===== src/rtl/mem_copy_pkg.sv =====
// mem_copy_pkg: shared constants and FSM state encoding for mem_copy_initiator.
// Latency: n/a (declarations only).
// Backpressure: n/a.
package mem_copy_pkg;

  // Default widths. The length counter is one bit wider than the address so a
  // full 2^ADDR_W byte copy can be expressed.
  localparam int MC_ADDR_W = 8;
  localparam int MC_DATA_W = 8;
  localparam int MC_LEN_W  = MC_ADDR_W + 1;

  typedef enum logic [1:0] {
    IDLE  = 2'd0,
    READ  = 2'd1,
    WRITE = 2'd2,
    DONE  = 2'd3
  } state_t;

endpackage


===== src/rtl/mem_copy_initiator_if.sv =====
// mem_copy_initiator_if: command inputs, status outputs and data_memory port of
// the copy initiator. master = initiator side, slave = datapath/memory side.
// Optional checksum signal present only when MEM_COPY_CHECKSUM_EN is defined.
interface mem_copy_initiator_if
  import mem_copy_pkg::*;
#(
  parameter int ADDR_W = MC_ADDR_W,
  parameter int DATA_W = MC_DATA_W,
  parameter int LEN_W  = MC_LEN_W
);
  // Command
  logic              start;
  logic [ADDR_W-1:0] src_addr;
  logic [ADDR_W-1:0] dst_addr;
  logic [LEN_W-1:0]  length;
  // Status
  logic              busy;
  logic              done;
`ifdef MEM_COPY_CHECKSUM_EN
  logic [DATA_W-1:0] checksum;
`endif
  // data_memory port
  logic [ADDR_W-1:0] mem_access_addr;
  logic [DATA_W-1:0] mem_write_data;
  logic              mem_write_en;
  logic              mem_read;
  logic [DATA_W-1:0] mem_read_data;

  modport master (
    input  start, src_addr, dst_addr, length, mem_read_data,
`ifdef MEM_COPY_CHECKSUM_EN
    output checksum,
`endif
    output busy, done, mem_access_addr, mem_write_data, mem_write_en, mem_read
  );

  modport slave (
    output start, src_addr, dst_addr, length, mem_read_data,
`ifdef MEM_COPY_CHECKSUM_EN
    input  checksum,
`endif
    input  busy, done, mem_access_addr, mem_write_data, mem_write_en, mem_read
  );

endinterface


===== src/rtl/mem_copy_initiator.sv =====
// mem_copy_initiator: copies LENGTH bytes SRC->DST through an 8-bit single-port
//   data_memory, one READ cycle then one WRITE cycle per byte.
// Latency: start accepted at edge k -> done in cycle k+2N+1 (k+1 for N=0).
// Backpressure: none; start while busy is dropped, memory assumed zero-wait.
// Ports: clk, rst_n (sync, active-low); bus (mem_copy_initiator_if.master):
//   start/src_addr/dst_addr/length in, busy/done out, memory addr/wdata/we/rd
//   out, mem_read_data in (combinational).
// Option: MEM_COPY_CHECKSUM_EN adds bus.checksum, the modulo sum of bytes read.
module mem_copy_initiator
  import mem_copy_pkg::*;
#(
  parameter int ADDR_W = MC_ADDR_W,
  parameter int DATA_W = MC_DATA_W,
  parameter int LEN_W  = MC_LEN_W
)(
  input  logic                 clk,
  input  logic                 rst_n,
  mem_copy_initiator_if.master bus
);

  state_t            r_state;
  state_t            w_state_nxt;
  logic [ADDR_W-1:0] r_src_ptr;
  logic [ADDR_W-1:0] r_dst_ptr;
  logic [LEN_W-1:0]  r_remaining;
  logic [DATA_W-1:0] r_buf;
`ifdef MEM_COPY_CHECKSUM_EN
  logic [DATA_W-1:0] r_csum;
`endif

  logic              w_busy;
  logic              w_done;
  logic              w_mem_read;
  logic              w_mem_we;
  logic [ADDR_W-1:0] w_addr;
  logic [DATA_W-1:0] w_wdata;

  // State register
  always_ff @(posedge clk) begin
    if (!rst_n) begin
      r_state <= IDLE;
    end else begin
      r_state <= w_state_nxt;
    end
  end

  // Next state and Moore outputs. Read and write strobes are tied to disjoint
  // states, so they can never be high together.
  always_comb begin
    w_state_nxt = r_state;
    w_busy      = 1'b0;
    w_done      = 1'b0;
    w_mem_read  = 1'b0;
    w_mem_we    = 1'b0;
    w_addr      = '0;
    w_wdata     = '0;
    case (r_state)
      IDLE: begin
        if (bus.start) begin
          // A zero-length request completes without touching memory.
          w_state_nxt = (bus.length == '0) ? DONE : READ;
        end
      end
      READ: begin
        w_busy      = 1'b1;
        w_mem_read  = 1'b1;
        w_addr      = r_src_ptr;
        w_state_nxt = WRITE;
      end
      WRITE: begin
        w_busy      = 1'b1;
        w_mem_we    = 1'b1;
        w_addr      = r_dst_ptr;
        w_wdata     = r_buf;
        w_state_nxt = (r_remaining == LEN_W'(1)) ? DONE : READ;
      end
      DONE: begin
        w_busy      = 1'b1;
        w_done      = 1'b1;
        w_state_nxt = IDLE;
      end
      default: begin
        w_state_nxt = IDLE;
      end
    endcase
  end

  // Pointers, byte counter and data buffer. Pointers wrap naturally at the
  // address width.
  always_ff @(posedge clk) begin
    if (!rst_n) begin
      r_src_ptr   <= '0;
      r_dst_ptr   <= '0;
      r_remaining <= '0;
      r_buf       <= '0;
`ifdef MEM_COPY_CHECKSUM_EN
      r_csum      <= '0;
`endif
    end else begin
      case (r_state)
        IDLE: begin
          if (bus.start) begin
            r_src_ptr   <= bus.src_addr;
            r_dst_ptr   <= bus.dst_addr;
            r_remaining <= bus.length;
`ifdef MEM_COPY_CHECKSUM_EN
            r_csum      <= '0;
`endif
          end
        end
        READ: begin
          r_buf <= bus.mem_read_data;
`ifdef MEM_COPY_CHECKSUM_EN
          r_csum <= r_csum + bus.mem_read_data;
`endif
        end
        WRITE: begin
          r_src_ptr   <= r_src_ptr + 1'b1;
          r_dst_ptr   <= r_dst_ptr + 1'b1;
          r_remaining <= r_remaining - 1'b1;
        end
        default: begin
        end
      endcase
    end
  end

  assign bus.busy            = w_busy;
  assign bus.done            = w_done;
  assign bus.mem_read        = w_mem_read;
  assign bus.mem_write_en    = w_mem_we;
  assign bus.mem_access_addr = w_addr;
  assign bus.mem_write_data  = w_wdata;
`ifdef MEM_COPY_CHECKSUM_EN
  assign bus.checksum        = r_csum;
`endif

endmodule

===== src/flat_wrapper.sv =====
// flat-port wrapper written by rule: the top's interface ports become plain ports
module mem_copy_initiator_flat import mem_copy_pkg::*;
#(
  parameter int ADDR_W = MC_ADDR_W,
  parameter int DATA_W = MC_DATA_W,
  parameter int LEN_W  = MC_LEN_W
)
  (clk, rst_n, bus_start, bus_src_addr, bus_dst_addr, bus_length, bus_mem_read_data, bus_busy, bus_done, bus_mem_access_addr, bus_mem_write_data, bus_mem_write_en, bus_mem_read);
  mem_copy_initiator_if #(.ADDR_W(ADDR_W), .DATA_W(DATA_W), .LEN_W(LEN_W)) bus_i ();
  input  logic clk;
  input  logic rst_n;
  input wire logic [$bits(bus_i.start)-1:0] bus_start;
  input wire logic [$bits(bus_i.src_addr)-1:0] bus_src_addr;
  input wire logic [$bits(bus_i.dst_addr)-1:0] bus_dst_addr;
  input wire logic [$bits(bus_i.length)-1:0] bus_length;
  input wire logic [$bits(bus_i.mem_read_data)-1:0] bus_mem_read_data;
  output wire logic [$bits(bus_i.busy)-1:0] bus_busy;
  output wire logic [$bits(bus_i.done)-1:0] bus_done;
  output wire logic [$bits(bus_i.mem_access_addr)-1:0] bus_mem_access_addr;
  output wire logic [$bits(bus_i.mem_write_data)-1:0] bus_mem_write_data;
  output wire logic [$bits(bus_i.mem_write_en)-1:0] bus_mem_write_en;
  output wire logic [$bits(bus_i.mem_read)-1:0] bus_mem_read;
  assign bus_i.start = bus_start;
  assign bus_i.src_addr = bus_src_addr;
  assign bus_i.dst_addr = bus_dst_addr;
  assign bus_i.length = bus_length;
  assign bus_i.mem_read_data = bus_mem_read_data;
  assign bus_busy = bus_i.busy;
  assign bus_done = bus_i.done;
  assign bus_mem_access_addr = bus_i.mem_access_addr;
  assign bus_mem_write_data = bus_i.mem_write_data;
  assign bus_mem_write_en = bus_i.mem_write_en;
  assign bus_mem_read = bus_i.mem_read;
  mem_copy_initiator #(.ADDR_W(ADDR_W), .DATA_W(DATA_W), .LEN_W(LEN_W)) u_core (.clk(clk), .rst_n(rst_n), .bus(bus_i));
endmodule

===== config.mk =====
export PLATFORM = sky130hd
export DESIGN_NAME = mem_copy_initiator_flat
export DESIGN_NICKNAME = d
export VERILOG_FILES = /design/src/rtl/mem_copy_pkg.sv /design/src/rtl/mem_copy_initiator_if.sv /design/src/rtl/mem_copy_initiator.sv /design/src/flat_wrapper.sv
export SDC_FILE = /design/constraint.sdc
export NUM_CORES = 1
export LEC_CHECK = 0
export CAP_MARGIN = 20
export CORE_AREA = 5 5 90 92
export CTS_CLUSTER_DIAMETER = 40
export DETAILED_ROUTE_END_ITERATION = 16
export DIE_AREA = 0 0 95 97
export PLACE_DENSITY = 0.59
export SYNTH_ARGS = -nofsm -noshare
export SYNTH_HDL_FRONTEND = slang
export SYNTH_SLANG_ARGS = --single-unit

===== constraint.sdc =====
create_clock -name clk -period 1.8 [get_ports clk]
set_clock_uncertainty 0.05 [all_clocks]
set_input_delay 0.36 -clock clk [delete_from_list [all_inputs] [get_ports clk]]
set_output_delay 0.36 -clock clk [all_outputs]
set_load 0.01 [all_outputs]

==> flow_summary.ini <==
[run_status]
status = finished, violations left
violations = setup timing

[floorplanning]
die-area_um2 = 9220
dieWidth_um = 95
start_util = 0.310
die_y_um = 97
rows = 31
core_um2 = 7140
io_pins = 56

[placement]
pre_cts_ws_ns = -0.288
gpl.final_weighted_congestion = 0.789
io_buffers = 55
hpwl_mm = 4.67

[critical_path]
r2r_start = u_core.r_state[0]
reg2reg_depth = 9
critPathSlowestCell = dfxtp_4
slowest_delay_ns = 0.40
cp.depth = 6
path_max_fanout = 7
critPathCaptureType = output port
cp-start-kind = register
critPathLaunch = u_core.r_state[1]
worst_path_dominant_cell_family = flip-flops
rr_endpoint = u_core.r_remaining[7]
crit_buf_inv = 3
cp_cell_sequence = inv_6 > ha_4 > buf_6 > a22oi_1 > nor2b_1 > buf_2
required_ns = 1.39
r2r_setup_slack_ns = -0.02
critical_path.endpoint = bus_mem_access_addr[3]
crit_arrival_ns = 1.42
criticalPathCategory = reg2out

[yosys]
synth.top_cells.by_area = dfxtp_1, nor2b_1, ha_1, mux2i_1, o21ai_0
ys_ff_latch = 35
synth_top_flop_cell = dfxtp_1
synth-async-reset-ratio = 0
synth_nets = 315
syn_area_um2 = 2210
synth_seq_area_share = 0.316
yosysTopAreaCellShare = 0.316
synthCells = 270
synth_edf_count = 0
yosysTopAreaCell = dfxtp_1
yosysWarnings = 0
ys_types = 47
syn_avg_cell_area_um2 = 8.20

[clock_tree]
cts-root-buf = clkbuf_8
htreeDepth = 2
numCtsBuffers = 5
clk_latency_ns = 0.29
path_clk_slew_ns = 0.07
holdBufCountCts = 0
cts_sinks = 35
cts_tree = done
cts_buffer_depth = 2

[timing]
report.final.hold_viol_count = 0
min_period_ns = 1.83
fin_ws_ns = -0.0322
rsz0062_at_grt = true
setup_viol_count_final = 10
final.period_utilization = 1.02
whs_ns = 0.464
slew_violations = 0
fmax_mhz = 546
worst_pin_slew_ns = 0.411
slew_headroom = 0.724

[global_routing]
grt_max_degree = 16
grt_pass1_wl_mm = 11.2
overflow = 0
grt_usage = 0.149
antenna_found_initial = 0
first_global_vias = 2236

[run]
cap_violations = 0

[detailed_routing]
drt_iter0_drc = 86
postRouteAntennaNets = 0
via_count = 2341
vias_per_cell = 5.11
dr_wl_met2_mm = 3.34
first_pass_iters = 4
dr_wl_met3_um = 384
totalWireLength_mm = 6.87
routed.top_layer = met4
drc = 0
wl_met1_mm = 3.07
wl_per_cell_um = 15.0

[cells_and_area]
drive_gt1_frac = 0.320
n_antenna_cell = 0
synthToLayoutAreaGrowth_pct = 57.2
fill_cells = 715
nets = 404

[power]
power_w = 0.00457
p_leak_nw = 1.37
p_per_area_nw_per_um2 = 1310
vdd_drop_max_mv = 0.482

[worst_hold_path]
hp-class = reg2reg
## per-layer routing
metal / track usage / vias to the layer above
met3: 0.0427 / 9
li1: - / 1165
met5: 0 / -
met1: 0.194 / 1105
met2: 0.234 / 62
met4: 0.0488 / 0
## how the worst min path moves through the flow
stage / endpoint / startpoint / depth (start not counted) / slack, ns
3_5_place_dp: u_core.r_buf[7] / u_core.r_buf[7] / 2 / 0.44
4_1_cts: u_core.r_remaining[1] / u_core.r_remaining[1] / 2 / 0.46
5_1_grt: u_core.r_remaining[1] / u_core.r_remaining[1] / 2 / 0.47
6_report: u_core.r_remaining[1] / u_core.r_remaining[1] / 2 / 0.46
2_1_floorplan: u_core.r_remaining[1] / u_core.r_remaining[1] / 2 / 0.41
3_3_place_gp: u_core.r_buf[5] / u_core.r_buf[5] / 2 / 0.44
## placed cells by master (no fill, tap or decap), drive strengths merged, types with 6 or more instances in the layout
cell type / netlist / layout
o21ai: 20 / 20
clkbuf: 9 / 7
nor3: 7 / 7
dfxtp: 35 / 35
a22oi: 10 / 10
nor2b: 24 / 24
a21boi: 8 / 8
mux2i: 11 / 11
inv: 9 / 9
ha: 9 / 9
and2: 8 / 8
clkdlybuf4s50: 0 / 35
nand2: 22 / 22
a21oi: 14 / 14
nand3: 8 / 8
buf: 11 / 61
o221a: 6 / 6
nor2: 12 / 12
## cell usage after synthesis (4+ instances only)
cell type / count
nor2_1: 12
o21ai_0: 20
a22oi_1: 10
nor3_1: 7
nand2_1: 22
a21oi_1: 14
o211ai_1: 4
ha_1: 9
o221a_2: 6
dfxtp_1: 35
nor2b_1: 24
inv_1: 9
and2_1: 8
mux2i_1: 10
buf_2: 10
clkbuf_1: 9
and3_1: 4
nand3_1: 8
a21boi_0: 7
## worst reg2reg max path: cells and delay by family, from the launching register on
family / cells / cell delay [ns]
simple gates: 2 / 0.16
flops: 1 / 0.39
compound gates: 1 / 0.16
fa+ha+maj: 1 / 0.18
buf+inv: 4 / 0.49
mux: 1 / 0.32
## flip-flops by register name (all words and copies together), names as in the netlist
signal / flops
u_core.r_remaining: 9
u_core.r_buf: 8
u_core.r_dst_ptr: 8
u_core.r_src_ptr: 8
u_core.r_state: 2
## power breakdown
part	internal, W	leakage [nW]	total [W]	switching (W)
Combinational	0.00146	1.04	0.00270	0.00125
Sequential	0.00101	0.289	0.00127	0.000256
Clock	0.000301	0.0470	0.000595	0.000295
## stage by stage
stage          TNS, ns  std cells   util  area (um2)
3_3_place_gp     -5.21        437  0.428        3060
6_report        -0.153        458  0.488        3480
5_1_grt          -1.52        458  0.488        3480
2_1_floorplan        0        270      -        2220
3_5_place_dp     -6.45        437  0.428        3060
4_1_cts         -0.372        454  0.467        3330
## area by class of cell
type                    instances  area (um2)  area share
repair buffers                102         965       0.277
clock inverters                 1        5.00     0.00144
well taps                      99         124      0.0356
flip-flops and latches         35         708       0.203
clock buffers                   6        82.6      0.0237
multi-input cells             206        1550       0.446
inverters                       9        43.8      0.0126
## cell families after synthesis
family / Yosys count / synth area share
buffers and inverters: 29 / 0.0582
and+or+nand+nor: 99 / 0.240
adders and majority gates: 9 / 0.0508
muxes: 13 / 0.0655
DFF: 35 / 0.316
AOI/OAI and AO/OA: 85 / 0.270
## timing repair
action,CTS,global route
gates cloned,1,0
buffers inserted,10,5
setup endpoints to repair,45,39
gates resized for setup,109,42
pin swaps,11,9
Power figures use the tool's default switching activity.
